$ cat src/rtl/id_exe_pipe_buffer.sv
`default_nettype none
// ============================================================================
// Module      : id_exe_pipe_buffer
// Description : ID->EXE pipeline buffer. Small FIFO with bubble insertion,
//               flush on taken branch and a saturating back-pressure counter.
// Revision    : 1.0 - initial release
// ============================================================================
module id_exe_pipe_buffer #(
    parameter int CTRL_WIDTH = 10,
    parameter int DATA_WIDTH = 148,
    parameter int DEPTH      = 2
) (
    input  logic                       clk,
    input  logic                       rst,
    input  logic                       flush,
    input  logic                       in_valid,
    output logic                       in_ready,
    input  logic                       in_bubble,
    input  logic [CTRL_WIDTH-1:0]      in_ctrl,
    input  logic [DATA_WIDTH-1:0]      in_data,
    output logic                       out_valid,
    input  logic                       out_ready,
    output logic [CTRL_WIDTH-1:0]      out_ctrl,
    output logic [DATA_WIDTH-1:0]      out_data,
    output logic [$clog2(DEPTH+1)-1:0] occupancy,
    output logic [15:0]                stall_cycles
);

    localparam int                 c_PTR_W     = $clog2(DEPTH);
    localparam int                 c_OCC_W     = $clog2(DEPTH+1);
    localparam logic [c_OCC_W-1:0] c_FULL      = c_OCC_W'(DEPTH);
    localparam logic [15:0]        c_STALL_MAX = 16'hFFFF;

    logic [CTRL_WIDTH-1:0] r_ctrl_mem [DEPTH];
    logic [DATA_WIDTH-1:0] r_data_mem [DEPTH];
    logic [c_PTR_W-1:0]    r_head;
    logic [c_PTR_W-1:0]    r_tail;
    logic [c_OCC_W-1:0]    r_occ;
    logic [15:0]           r_stall;
    logic                  w_push;
    logic                  w_pop;
    logic                  w_empty;

    // Handshake status depends on registered occupancy only, never on out_ready.
    assign w_empty   = (r_occ == '0);
    assign in_ready  = (r_occ < c_FULL);
    assign out_valid = !w_empty;

    assign w_push = in_valid  && in_ready  && !flush;
    assign w_pop  = out_valid && out_ready && !flush;

    // Head is masked when empty so stale storage never leaks downstream.
    assign out_ctrl     = w_empty ? '0 : r_ctrl_mem[r_head];
    assign out_data     = w_empty ? '0 : r_data_mem[r_head];
    assign occupancy    = r_occ;
    assign stall_cycles = r_stall;

    always_ff @(posedge clk or posedge rst) begin
        if (rst) begin
            r_head <= '0;
            r_tail <= '0;
            r_occ  <= '0;
        end else if (flush) begin
            r_head <= '0;
            r_tail <= '0;
            r_occ  <= '0;
        end else begin
            // Power-of-two depth: pointer overflow is the modulo-DEPTH wrap.
            if (w_push) begin
                r_tail <= r_tail + 1'b1;
            end
            if (w_pop) begin
                r_head <= r_head + 1'b1;
            end
            case ({w_push, w_pop})
                2'b10:   r_occ <= r_occ + 1'b1;
                2'b01:   r_occ <= r_occ - 1'b1;
                default: r_occ <= r_occ;
            endcase
        end
    end

    always_ff @(posedge clk or posedge rst) begin
        if (rst) begin
            for (int i = 0; i < DEPTH; i++) begin
                r_ctrl_mem[i] <= '0;
                r_data_mem[i] <= '0;
            end
        end else if (w_push) begin
            r_ctrl_mem[r_tail] <= in_bubble ? '0 : in_ctrl;
            r_data_mem[r_tail] <= in_data;
        end
    end

    // Counts offered-but-refused cycles; flush deliberately leaves it alone.
    always_ff @(posedge clk or posedge rst) begin
        if (rst) begin
            r_stall <= '0;
        end else if (in_valid && !in_ready && (r_stall != c_STALL_MAX)) begin
            r_stall <= r_stall + 16'd1;
        end
    end

endmodule
`default_nettype wire

$ cat config.mk
export PLATFORM = sky130hd
export DESIGN_NAME = id_exe_pipe_buffer
export DESIGN_NICKNAME = d
export VERILOG_FILES = /design/src/rtl/id_exe_pipe_buffer.sv
export SDC_FILE = /design/constraint.sdc
export NUM_CORES = 1
export LEC_CHECK = 0
export BUFFER_PORTS_ARGS = -buffer_cell sky130_fd_sc_hd__buf_2
export CORE_MARGIN = 2
export CORE_UTILIZATION = 56
export CTS_BUF_LIST = sky130_fd_sc_hd__clkbuf_8
export DETAILED_ROUTE_END_ITERATION = 10
export PLACE_DENSITY = 0.87
export RECOVER_POWER = 100
export SKIP_CTS_REPAIR_TIMING = 1
export SLEW_MARGIN = 40
export SYNTH_ARGS = -nofsm -noshare
export SYNTH_HDL_FRONTEND = slang
export SYNTH_SLANG_ARGS = --single-unit
$ cat constraint.sdc
create_clock -name clk -period 12.73 [get_ports clk]
set_input_delay 0 -clock clk [delete_from_list [all_inputs] [get_ports clk]]
set_output_delay 0 -clock clk [all_outputs]
set_load 0.01 [all_outputs]
==> flow_metrics.tcl <==
set metrics [dict create \
    ant_nets 0 \
    vias_per_cell 5.57 \
    grt_pass1_wl_um 63300 \
    cts.sinks 336 \
    synth_edf_count 0 \
    cts_tree "built" \
    synth_seq_cells 336 \
    place_area_sq_mm 0.0170 \
    critical_path.endpoint_type "output pin" \
    post-route-min-period_ns 7.87 \
    die_h_um 169 \
    die_w_um 169 \
    finalSetupTns_ns 0 \
    power_density_mw_per_mm2 155 \
    route.detailed.drc 0 \
    multi_input_area_sq_mm 0.00624 \
    core_sq_mm 0.0268 \
    synthesis.area_sq_mm 0.0152 \
    finalCritPeriodShare_pct 61.8 \
    nNetsFinal 2414 \
    final_cells 2627 \
    fin_worst_skew_ns 0.0254 \
    seq_area_frac_synth_pct 55.4 \
    syn-num-nets 1940 \
    dieArea_sq_mm 0.0284 \
    path_clk_slew_ns 0.07 \
    cts_buffer_depth 3 \
    slew_headroom_pct -324 \
    ir_drop_mv 0.109 \
    clock.fmax_mhz 127 \
    cp-start-kind "register" \
    postRouteWirelength_um 46500 \
    nFillCells 1857 \
    hpwl_um 24800 \
    gp_congestion 0.885 \
    grt_pass1_vias 13300 \
    layout_commonest_cell "nand2_1" \
    portBuffers 341 \
    regArea_sq_mm 0.00841 \
    drive_above_1_share_pct 10.6 \
    syn_inst 1775 \
    wl_per_cell_um 17.7 \
    critPathKind "reg -> out" \
    drt_iter0_drc 1435 \
    mostFrequentLayoutCells "nand2_1, dfrtp_1, clkbuf_1" \
    power.leakage_nw 9.83 \
    avgSynthCellArea_sq_um 8.55 \
    firstDrtPassIters 7 \
    violations "max-capacitance violations, max-slew violations" \
    grt_max_degree 148 \
    rsz0062_at_grt "false" \
    drv_cap 14 \
    synthToLayoutAreaGrowth_pct 27.4 \
    hold_viol 0 \
    antenna_found_initial 4 \
    place_inst 2368 \
    num_rows 60 \
    ios 342 \
    pre_cts_slack_ns 9.90 \
    post-route-util_pct 72.2 \
    track_usage_pct 27.3 \
    htreeDepth 2 \
    clkLatencyLatePin_ns 0.58 \
    arrival_ns 7.87 \
    ys.flop_type "dfrtp_1" \
    start_util_pct 56.6 \
    hold_class "in -> reg" \
    overflow 0 \
    worstPathRequired_ns 12.73 \
    run_status "finished, violations left" \
    cts_buffers 54 \
    fin_ws_ns 4.86 \
    worstMarginPinSlew_ns 6.33 \
    setup_viol 0 \
    fin_area_sq_mm 0.0193 \
    slew_violations 970 \
    worstPathMaxFanout 55 \
    yosys_warnings 0 \
    synth.distinct_cells 35 \
    async_flop_share_pct 100 \
    num_vias 14600 \
    clockRootBuffer "clkbuf_8" \
]
==> power by group <==
part / switching [mW] / total (mW) / leakage, nW / internal, mW
sequential: 0.156 / 1.48 / 4.23 / 1.32
combinational: 0.386 / 0.647 / 5.00 / 0.261
clock: 0.419 / 0.874 / 0.598 / 0.455
total: 0.961 / 3.00 / 9.83 / 2.04
==> cells in the mapped netlist (6+ instances only) <==
cell type,instances,area share (%)
dfrtp_1,336,55
o21ai_0,21,0.69
nand2b_1,10,0.41
nor3_1,6,0.20
xor2_1,11,0.63
clkbuf_1,40,0.99
inv_1,6,0.15
xnor2_1,6,0.35
nand2_1,915,23
mux2i_1,158,10
buf_2,58,1.9
nor2_1,167,4.1
==> per-stage QoR <==
step	hold WS [ns]	power [mW]
CTS	-0.422	2.91
finish	0.176	3.00
floorplan	0.0631	1.84
global route	0.164	3.15
global placement	0.203	2.00
detailed placement	0.205	2.05
==> registers in the layout, indices dropped and copies added, names as in the netlist <==
name,cells
r_ctrl_mem,20
r_data_mem,296
r_head,1
r_tail,1
stall_cycles,16
occupancy,2
==> worst max-delay path, stage by stage (launching register included) <==
cell and delay, ns:
dfrtp_1 1.25, clkbuf_1 1.76, clkbuf_1 3.08, mux2i_1 0.69, nor2_1 0.27, clkbuf_1 0.18
==> cell families (layout without fill, tap and decap cells) <==
family / after synthesis / after routing / share of synthesized area, %
other cells: 0 / 3 / 0
compound gates: 27 / 27 / 0.932
simple gates: 1124 / 1124 / 28.7
fa+ha+maj: 1 / 1 / 0.0824
buf+inv: 111 / 619 / 3.37
flops: 336 / 336 / 55.4
mux: 159 / 159 / 10.5
xor+xnor: 17 / 17 / 0.981
==> per-layer routing <==
metal	up-vias	global-route usage, %	share of wire [%]
met5	-	0	0
met1	6955	33.6	37
met3	246	5.63	8.2
met2	969	46.0	49
li1	6470	-	-
met4	0	13.8	6.0
==> final cells by class <==
cell class	count	share of cell area [%]
Antenna cell	3	0.0388
Timing Repair Buffer	523	16.8
Clock buffer	65	4.63
Multi-Input combinational cell	1328	32.3
Inverter	6	0.123
Sequential cell	336	43.5
Tap cell	341	2.21
Clock inverter	25	0.498
==> worst paths after layout <==
kind | start | end | slack, ns | depth (start not counted)
worst max-delay path | r_head | out_data[115] | 4.86 | 5
worst min-delay path | in_data[22] | r_data_mem[22] | 0.18 | 4
worst max register to register | occupancy[1] | r_ctrl_mem[17] | 5.15 | 5
worst min register to register | r_data_mem[56] | r_data_mem[56] | 0.47 | 2
max in group asynchronous | rst | r_data_mem[83] | 6.32 | 4
min in group asynchronous | rst | r_data_mem[110] | 1.97 | 3
Power figures use the tool's default switching activity.
